===== src/rtl/harvos_satp_mode_guard.sv =====
// harvos_satp_mode_guard: runtime checker for the satp CSR.
// Flags illegal translation modes (edge-triggered) and satp writes that are not
// followed by an sfence.vma within a bounded window. Reports registered pulses,
// sticky status, a saturating event count and first-violation capture.
module harvos_satp_mode_guard #(
  parameter int unsigned XLEN          = 32,
  parameter logic [15:0] ALLOWED_MODES = 16'h0002,
  parameter int unsigned GRACE_CYCLES  = 4,
  parameter int unsigned SFENCE_WINDOW = 16,
  parameter int unsigned CNT_W         = 8
) (
  input  logic             clk,
  input  logic             rst,
  input  logic             enable,
  input  logic [XLEN-1:0]  csr_satp_q,
  input  logic             csr_satp_we,
  input  logic             sfence_vma_valid,
  input  logic             viol_clr,
  output logic             viol_pulse,
  output logic [1:0]       viol_code,
  output logic             viol_sticky,
  output logic [CNT_W-1:0] viol_count,
  output logic [XLEN-1:0]  first_satp,
  output logic [1:0]       first_code
);

  localparam int unsigned TMR_W    = (SFENCE_WINDOW > 1) ? $clog2(SFENCE_WINDOW) : 1;
  localparam int unsigned GRC_W    = (GRACE_CYCLES > 1) ? $clog2(GRACE_CYCLES) : 1;
  localparam int unsigned TMR_LAST = (SFENCE_WINDOW > 0) ? SFENCE_WINDOW - 1 : 0;
  localparam int unsigned GRC_LAST = (GRACE_CYCLES > 0) ? GRACE_CYCLES - 1 : 0;

  typedef enum logic [1:0] {
    ST_GRACE   = 2'd0,
    ST_MONITOR = 2'd1,
    ST_AWAIT   = 2'd2
  } state_e;

  localparam state_e RST_STATE = (GRACE_CYCLES == 0) ? ST_MONITOR : ST_GRACE;

  // Reject unsupported configurations at elaboration
  if (XLEN != 32 && XLEN != 64) begin : g_bad_xlen
    $error("harvos_satp_mode_guard: XLEN must be 32 or 64");
  end
  if (SFENCE_WINDOW < 1) begin : g_bad_window
    $error("harvos_satp_mode_guard: SFENCE_WINDOW must be at least 1");
  end

  // MODE field extraction: RV32 has a 1-bit MODE, RV64 a 4-bit one
  logic [3:0] mode;
  if (XLEN == 64) begin : g_mode64
    assign mode = csr_satp_q[XLEN-1 -: 4];
  end else begin : g_mode32
    assign mode = {3'b000, csr_satp_q[XLEN-1]};
  end

  logic illegal;
  assign illegal = ~ALLOWED_MODES[mode];

  state_e             state_q, state_d;
  logic [TMR_W-1:0]   timer_q, timer_d;
  logic [GRC_W-1:0]   grace_q, grace_d;
  logic               illegal_q, illegal_d;
  logic               viol_pulse_q, viol_pulse_d;
  logic [1:0]         viol_code_q, viol_code_d;
  logic               viol_sticky_q, viol_sticky_d;
  logic [CNT_W-1:0]   viol_count_q, viol_count_d;
  logic [XLEN-1:0]    first_satp_q, first_satp_d;
  logic [1:0]         first_code_q, first_code_d;
  logic               ill_evt, to_evt;
  logic [1:0]         evt_code;

  // FSM state, window timer and grace counter
  always_ff @(posedge clk or posedge rst) begin
    if (rst) begin
      state_q <= RST_STATE;
      timer_q <= '0;
      grace_q <= '0;
    end else begin
      state_q <= state_d;
      timer_q <= timer_d;
      grace_q <= grace_d;
    end
  end

  // Next-state: grace countdown, then satp-write / sfence window tracking
  always_comb begin
    state_d = state_q;
    timer_d = timer_q;
    grace_d = grace_q;
    unique case (state_q)
      ST_GRACE: begin
        if (grace_q == GRC_W'(GRC_LAST)) begin
          state_d = ST_MONITOR;
          grace_d = '0;
        end else begin
          grace_d = grace_q + GRC_W'(1);
        end
      end
      ST_MONITOR: begin
        if (enable && csr_satp_we) begin
          state_d = ST_AWAIT;
          timer_d = '0;
        end
      end
      ST_AWAIT: begin
        if (!enable) begin
          state_d = ST_MONITOR;
          timer_d = '0;
        end else if (sfence_vma_valid) begin
          state_d = ST_MONITOR;
          timer_d = '0;
        end else if (csr_satp_we) begin
          timer_d = '0;
        end else if (timer_q == TMR_W'(TMR_LAST)) begin
          state_d = ST_MONITOR;
          timer_d = '0;
        end else begin
          timer_d = timer_q + TMR_W'(1);
        end
      end
      default: begin
        state_d = ST_MONITOR;
        timer_d = '0;
      end
    endcase
  end

  // Event detection and next values of the reported status
  always_comb begin
    illegal_d     = 1'b0;
    ill_evt       = 1'b0;
    to_evt        = 1'b0;
    viol_sticky_d = viol_sticky_q;
    viol_count_d  = viol_count_q;
    first_satp_d  = first_satp_q;
    first_code_d  = first_code_q;
    if (enable && (state_q != ST_GRACE)) begin
      illegal_d = illegal;
      ill_evt   = illegal & ~illegal_q;
      to_evt    = (state_q == ST_AWAIT) & ~sfence_vma_valid & ~csr_satp_we &
                  (timer_q == TMR_W'(TMR_LAST));
    end
    evt_code     = {to_evt, ill_evt};
    viol_pulse_d = |evt_code;
    viol_code_d  = evt_code;
    if (viol_pulse_d) begin
      // A new event overrides a same-cycle clear
      viol_sticky_d = 1'b1;
      if (viol_clr) begin
        viol_count_d = CNT_W'(1);
      end else if (!(&viol_count_q)) begin
        viol_count_d = viol_count_q + CNT_W'(1);
      end
      if (!viol_sticky_q || viol_clr) begin
        first_satp_d = csr_satp_q;
        first_code_d = evt_code;
      end
    end else if (viol_clr) begin
      viol_sticky_d = 1'b0;
      viol_count_d  = '0;
      first_satp_d  = '0;
      first_code_d  = 2'b00;
    end
  end

  // Registered status outputs
  always_ff @(posedge clk or posedge rst) begin
    if (rst) begin
      illegal_q     <= 1'b0;
      viol_pulse_q  <= 1'b0;
      viol_code_q   <= 2'b00;
      viol_sticky_q <= 1'b0;
      viol_count_q  <= '0;
      first_satp_q  <= '0;
      first_code_q  <= 2'b00;
    end else begin
      illegal_q     <= illegal_d;
      viol_pulse_q  <= viol_pulse_d;
      viol_code_q   <= viol_code_d;
      viol_sticky_q <= viol_sticky_d;
      viol_count_q  <= viol_count_d;
      first_satp_q  <= first_satp_d;
      first_code_q  <= first_code_d;
    end
  end

  assign viol_pulse  = viol_pulse_q;
  assign viol_code   = viol_code_q;
  assign viol_sticky = viol_sticky_q;
  assign viol_count  = viol_count_q;
  assign first_satp  = first_satp_q;
  assign first_code  = first_code_q;

endmodule

===== config.mk =====
export PLATFORM = sky130hd
export DESIGN_NAME = harvos_satp_mode_guard
export DESIGN_NICKNAME = d
export VERILOG_FILES = /design/src/rtl/harvos_satp_mode_guard.sv
export SDC_FILE = /design/constraint.sdc
export NUM_CORES = 1
export LEC_CHECK = 0
export BUFFER_PORTS_ARGS = -buffer_cell sky130_fd_sc_hd__buf_2
export CAP_MARGIN = 20
export CORE_UTILIZATION = 48
export DETAILED_ROUTE_END_ITERATION = 10
export PLACE_DENSITY = 0.76
export SLEW_MARGIN = 20
export SYNTH_ARGS = -nofsm -noshare
export SYNTH_HDL_FRONTEND = slang
export SYNTH_SLANG_ARGS = --single-unit

===== constraint.sdc =====
create_clock -name clk -period 2 [get_ports clk]
set_input_delay 0.1 -clock clk [delete_from_list [all_inputs] [get_ports clk]]
set_output_delay 0.1 -clock clk [all_outputs]
set_load 0.02 [all_outputs]

Yosys cells after proc, flatten, opt, wreduce, memory -nomap -nowiden

Cells that the tools add are included.

Output and inout port bits: 46
Register bits: 55

Eq/ne operators: 10
Bitwise logic cells: 9
Add/sub/neg operators: 3
Multiplexer cells: 31
Order comparisons: 1
Reduce and logical (&&, ||, !) cells: 13

Operator list:

| operator                                             | count |
|---|---|
| two-way mux 32 bit                                   | 3 |
| two-way mux 8 bit                                    | 4 |
| two-way mux 2 bit                                    | 10 |
| two-way mux 4 bit                                    | 5 |
| case mux 4 bit (3 select lines)                      | 1 |
| adder 8 x 1 -> 8 bit (second input constant)         | 1 |
| inequality test 4 bit (second input constant)        | 2 |
| AND reduction 8 bit                                  | 1 |
| two-way mux 1 bit                                    | 7 |
| inequality test 2 bit (second input constant)        | 3 |
| case mux 2 bit (3 select lines)                      | 1 |
| AND reduction 2 bit                                  | 3 |
| < comparator 1 x 5 -> 1 bit (second input constant)  | 1 |
| NOT 1 bit                                            | 5 |
| adder 4 x 1 -> 4 bit (second input constant)         | 1 |
| AND 1 bit                                            | 4 |
| equality test 2 bit (second input constant)          | 2 |
| equality test 4 bit (second input constant)          | 1 |
| AND reduction 4 bit                                  | 1 |
| nonzero test 2 bit                                   | 2 |
| adder 2 x 1 -> 2 bit (second input constant)         | 1 |
| equality test 2 x 1 -> 1 bit (second input constant) | 1 |
| logical AND 1 bit                                    | 2 |
| zero test 2 bit                                      | 1 |
| 4 further kinds                                      | 4 |

Longest topological paths before layout

Depth in word-level cells: 8
Gate-level depth with buffers: 7
Depth with buffers taken out: 6

Worst setup path before layout

Ideal clock, no wire load.

Kind: reg-to-reg
Start: reg timer_q[0]
End: reg viol_count_q[5], in the netlist viol_count[5]
Path slack: 0.294 ns
Path buffers: 0
Data required time: 1.872 ns
Period minus slack after synthesis: 1.706 ns
Data arrival time: 1.579 ns
Cell stages (with the launch flop): 6
Cell sequence: dfrtp_1 > ha_1 > nand4b_1 > o32a_1 > nor4_1 > mux2_1

Cells in the longest elaborated chain, start to end: 6
Elaborated cells between the ends (all ways): 7
Those cells by class: eq/ne: 1; mux: 2; bitwise: 1; reduce/logical: 3

Ends and longest elaborated chain:

| item                                 | RTL line | source |
|---|---|---|
| start: declaration                   | 60       | `logic [TMR_W-1:0] timer_q, timer_d;` |
| start signal: assignment             | 80       | `timer_q <= timer_d;` |
| equality test 4 bit *                | 141      | `(timer_q == TMR_W'(TMR_LAST));` |
| AND 1 bit *                          | 140      | `to_evt = (state_q == ST_AWAIT) & ~sfence_vma_valid & ~csr_satp_we &` |
| two-way mux 1 bit *                  | 137      | `if (enable && (state_q != ST_GRACE)) begin` |
| OR reduction 2 bit *                 | 144      | `viol_pulse_d = \|evt_code;` |
| nonzero test 2 bit (no source line)  | -        |  |
| AND reduction 2 bit (no source line) | -        |  |
| end signal: assignment               | 181      | `viol_count_q <= viol_count_d;` |
| end: declaration                     | 66       | `logic [CNT_W-1:0] viol_count_q, viol_count_d;` |

Every way passes the cells marked *; elsewhere a longest branch is shown, timed or not.
A chain may end at the register's enable or synchronous reset.

Worst setup path after layout

Start: reg timer_q[0]
End: reg first_satp_q[3], in the netlist first_satp[3]

Cells in the longest elaborated chain, start to end: 6
Elaborated cells between the ends (all ways): 8
Those cells by class: eq/ne: 2; mux: 2; bitwise: 1; reduce/logical: 3

Ends and longest elaborated chain:

| item                                                                                         | RTL line | source |
|---|---|---|
| equality test 4 bit *                                                                        | 141      |  |
| AND 1 bit *                                                                                  | 140      |  |
| two-way mux 1 bit *                                                                          | 137      |  |
| OR reduction 2 bit *                                                                         | 144      |  |
| inequality test 2 x 1 -> 1 bit (no source line) / nonzero test 2 bit (equally long branches) | -        |  |
| AND reduction 2 bit (no source line)                                                         | -        |  |
| end signal: assignment                                                                       | 182      | `first_satp_q <= first_satp_d;` |
| end: declaration                                                                             | 67       | `logic [XLEN-1:0] first_satp_q, first_satp_d;` |

Marked as above.

==> results.tsv <==
stage	metric	value	unit
pwr	powerDensity	1040	nW/um^2
clock_network	numCtsBuffers	5	
timing	finalMaxSlewViolations	0	
pwr	total_power	2.99	mW
worst_setup_path	crit_path_end_kind	flip-flop	
timing	max_freq	525	MHz
floorplan	ios	84	
worst_setup_path	cpPeakStageDelay	0.40	ns
clock_network	cts_tree	yes	
layout	fin_util	0.651	
synth	synthCells	176	
routing	vias	1805	
outcome	status	finished clean	
synth	yosys_warnings	0	
global_routing	grt_max_degree	33	
synth	synth-seq-cells	55	
layout	stdcell_area	2870	um^2
synth	synth.avg_cell_area	12.7	um^2
worst_setup_path	cp-start-kind	flip-flop	
synth	ys.flop_type	dfrtp_1	
timing	worst_pin_slew	0.665	ns
synth	syn_nets	217	
timing	post-route-min-period	1.90	ns
global_routing	antenna_found_initial	0	
pwr	leakage	1.54	nW
worst_setup_path	worstPathCellList	ha_1 > nand4b_1 > o32a_2 > o21a_1 > buf_4 > a22o_1	
worst_hold_path	hold_class	in2reg	
job	drv_cap	0	
layout	diodes	0	
worst_setup_path	cpMaxStageDelayCell	dfrtp_1	
worst_setup_path	cp.required	2.19	ns
clock_network	clk_pin_slew	0.10	ns
layout	syn_to_final_growth	28.8	%
clock_network	clkLatencyLatePin	0.30	ns
clock_network	cts_root_buffer	clkbuf_8	
synth	yosysSeqAreaShare	0.617	
clock_network	cts.sinks	55	
timing	rsz0062_at_grt	no	
placement	dpl_cell_area	2730	um^2
worst_setup_path	path_class	reg2reg	
floorplan	num_rows	24	
global_routing	grt_pass1_vias	1699	
layout	drive_gt1_frac	0.398	
pwr	vdd_drop_max	0.475	mV
synth	synth_cell_types	37	
timing	slew_headroom	0.555	
routing	wl	4780	um
routing	ant_nets	0	
worst_setup_path	arrival	2.09	ns
global_routing	grt_overflow_total	0	
routing	drc	0	
timing	setup_viol	0	
timing	skew	0.00667	ns
floorplan	die_w	70.2	um
synth	async_flop_share	1.00	
placement	hpwlAfterDp	3460	um
floorplan	die_area	4920	um^2
timing	finalSetupTns	0	ns
floorplan	start_util	0.505	
routing	wl_per_cell	15.0	um
layout	fillerInstances	358	
routing	first_pass_iters	4	
global_routing	grt_usage	0.200	
timing	timing.final.hold_violations	0	
placement	numPortBuffers	83	
placement	dpl.cell_count	308	
synth	synth_edf_count	0	
global_routing	grt_pass1_wl	7900	um
worst_setup_path	worst-path-max-fanout	32	
routing	drt_iter0_drc	52	
layout	fin_cells	318	
floorplan	dieHeight	70.2	um
layout	fin_nets	306	
clock_network	htree_levels	2	
synth	syn_area	2230	um^2
routing	vias_per_cell	5.68	
clock_network	clockBufferDepth	2	
placement	place.gp.congestion	0.876	
floorplan	core-area	4410	um^2
timing	period_share	0.952	
metrics by stage:
stage,hold slack [ns],setup WS [ns]
after floorplan,0.196,0.294
after global placement,0.175,0.121
after detailed placement,0.180,0.0785
after CTS,0.000824,0.0660
after global routing,0.00264,0.0113
final,0.0120,0.0951
metal layers:
metal  GRT usage  wire [um]  vias up
li1            -          -      850
met1       0.270       2140      893
met2       0.333       2360       60
met3      0.0476        261        2
met4      0.0333         17        0
met5           0          0        -
logic make-up after synthesis:
family,after synthesis,synth area share
adder cells (fa/ha/maj),3,0.0168
AO/OA/AOI/OAI,59,0.214
XOR/XNOR,1,0.00393
AND/OR/NAND/NOR,38,0.0937
flip-flops,55,0.617
multiplexers,5,0.0252
buffers and inverters,15,0.0297
placed cells by master, fill, tap and decap left out, types with 3 or more instances in the layout:
cell / instances
dfrtp_1: 55
nand3_1: 5
ha_1: 3
buf_4: 6
nand2b_1: 3
a32o_1: 3
o31ai_1: 3
inv_1: 3
nor2_1: 9
nand2_1: 5
buf_2: 83
clkbuf_8: 5
nor2b_1: 4
a22o_1: 33
mux2_2: 3
a21oi_1: 5
cell usage after synthesis, drive strengths merged (2+ instances only):
master,n,area share
a22o,33,0.13
o41ai,2,0.0079
ha,3,0.017
buf,8,0.018
nor2b,4,0.011
nand2b,3,0.0084
or4,2,0.0067
nand3,5,0.011
clkbuf,2,0.0034
or3,2,0.0056
o21ai,2,0.0045
nand2,5,0.0084
nor2,9,0.015
a21oi,6,0.013
o31ai,3,0.010
dfrtp,55,0.62
inv,5,0.0084
a32o,3,0.013
o211ai,2,0.0067
o22ai,2,0.0056
nor4,2,0.0056
mux2,5,0.025
cell type report:
class / instances / area, um^2 / area share
timing repair buffer: 92 / 500 / 0.174
inverter: 5 / 18.8 / 0.00653
clock inverter: 3 / 43.8 / 0.0152
clock buffer: 5 / 68.8 / 0.0240
multi-input combinational: 106 / 800 / 0.278
sequential: 55 / 1380 / 0.479
tap: 52 / 65.1 / 0.0226
sequential cells by signal, summed over array words and instances (netlist names):
signal,cells
grace_q,2
first_satp,32
viol_sticky,1
viol_count,8
state_q,2
viol_pulse,1
illegal_q,1
timer_q,4
first_code,2
viol_code,2
power by group:
part / total, mW / switching [mW] / internal [mW]
sequential: 1.43 / 0.130 / 1.30
combinational: 0.835 / 0.487 / 0.348
clock: 0.721 / 0.348 / 0.373
total: 2.99 / 0.965 / 2.02
path summary, 6_finish.rpt:
kind	start	to	cells past startpoint	slack, ns
max reg2reg	timer_q[0]	first_satp[3]	6	0.1
max	timer_q[0]	first_satp[3]	6	0.1
min	csr_satp_q[25]	first_satp[25]	2	0.01
max in group asynchronous	rst	first_satp[10]	4	1.06
min in group asynchronous	rst	state_q[1]	3	0.39
min reg2reg	first_satp[31]	first_satp[31]	1	0.50
critical path: cells and delay by family, from the launching register on:
kind | cells | cell delay, ns
flops | 1 | 0.40
simple gates | 1 | 0.15
fa+ha+maj | 1 | 0.24
buf+inv | 1 | 0.23
compound gates | 3 | 0.75
repair_timing:
item                                   4_1_cts  5_1_grt
gates resized for setup                      0        2
hold buffers                                 1        1
setup endpoints to repair                    0       31
endpoints found under the hold margin       24        1
setup buffers                                0        0
(Power assumes the default switching activity.)
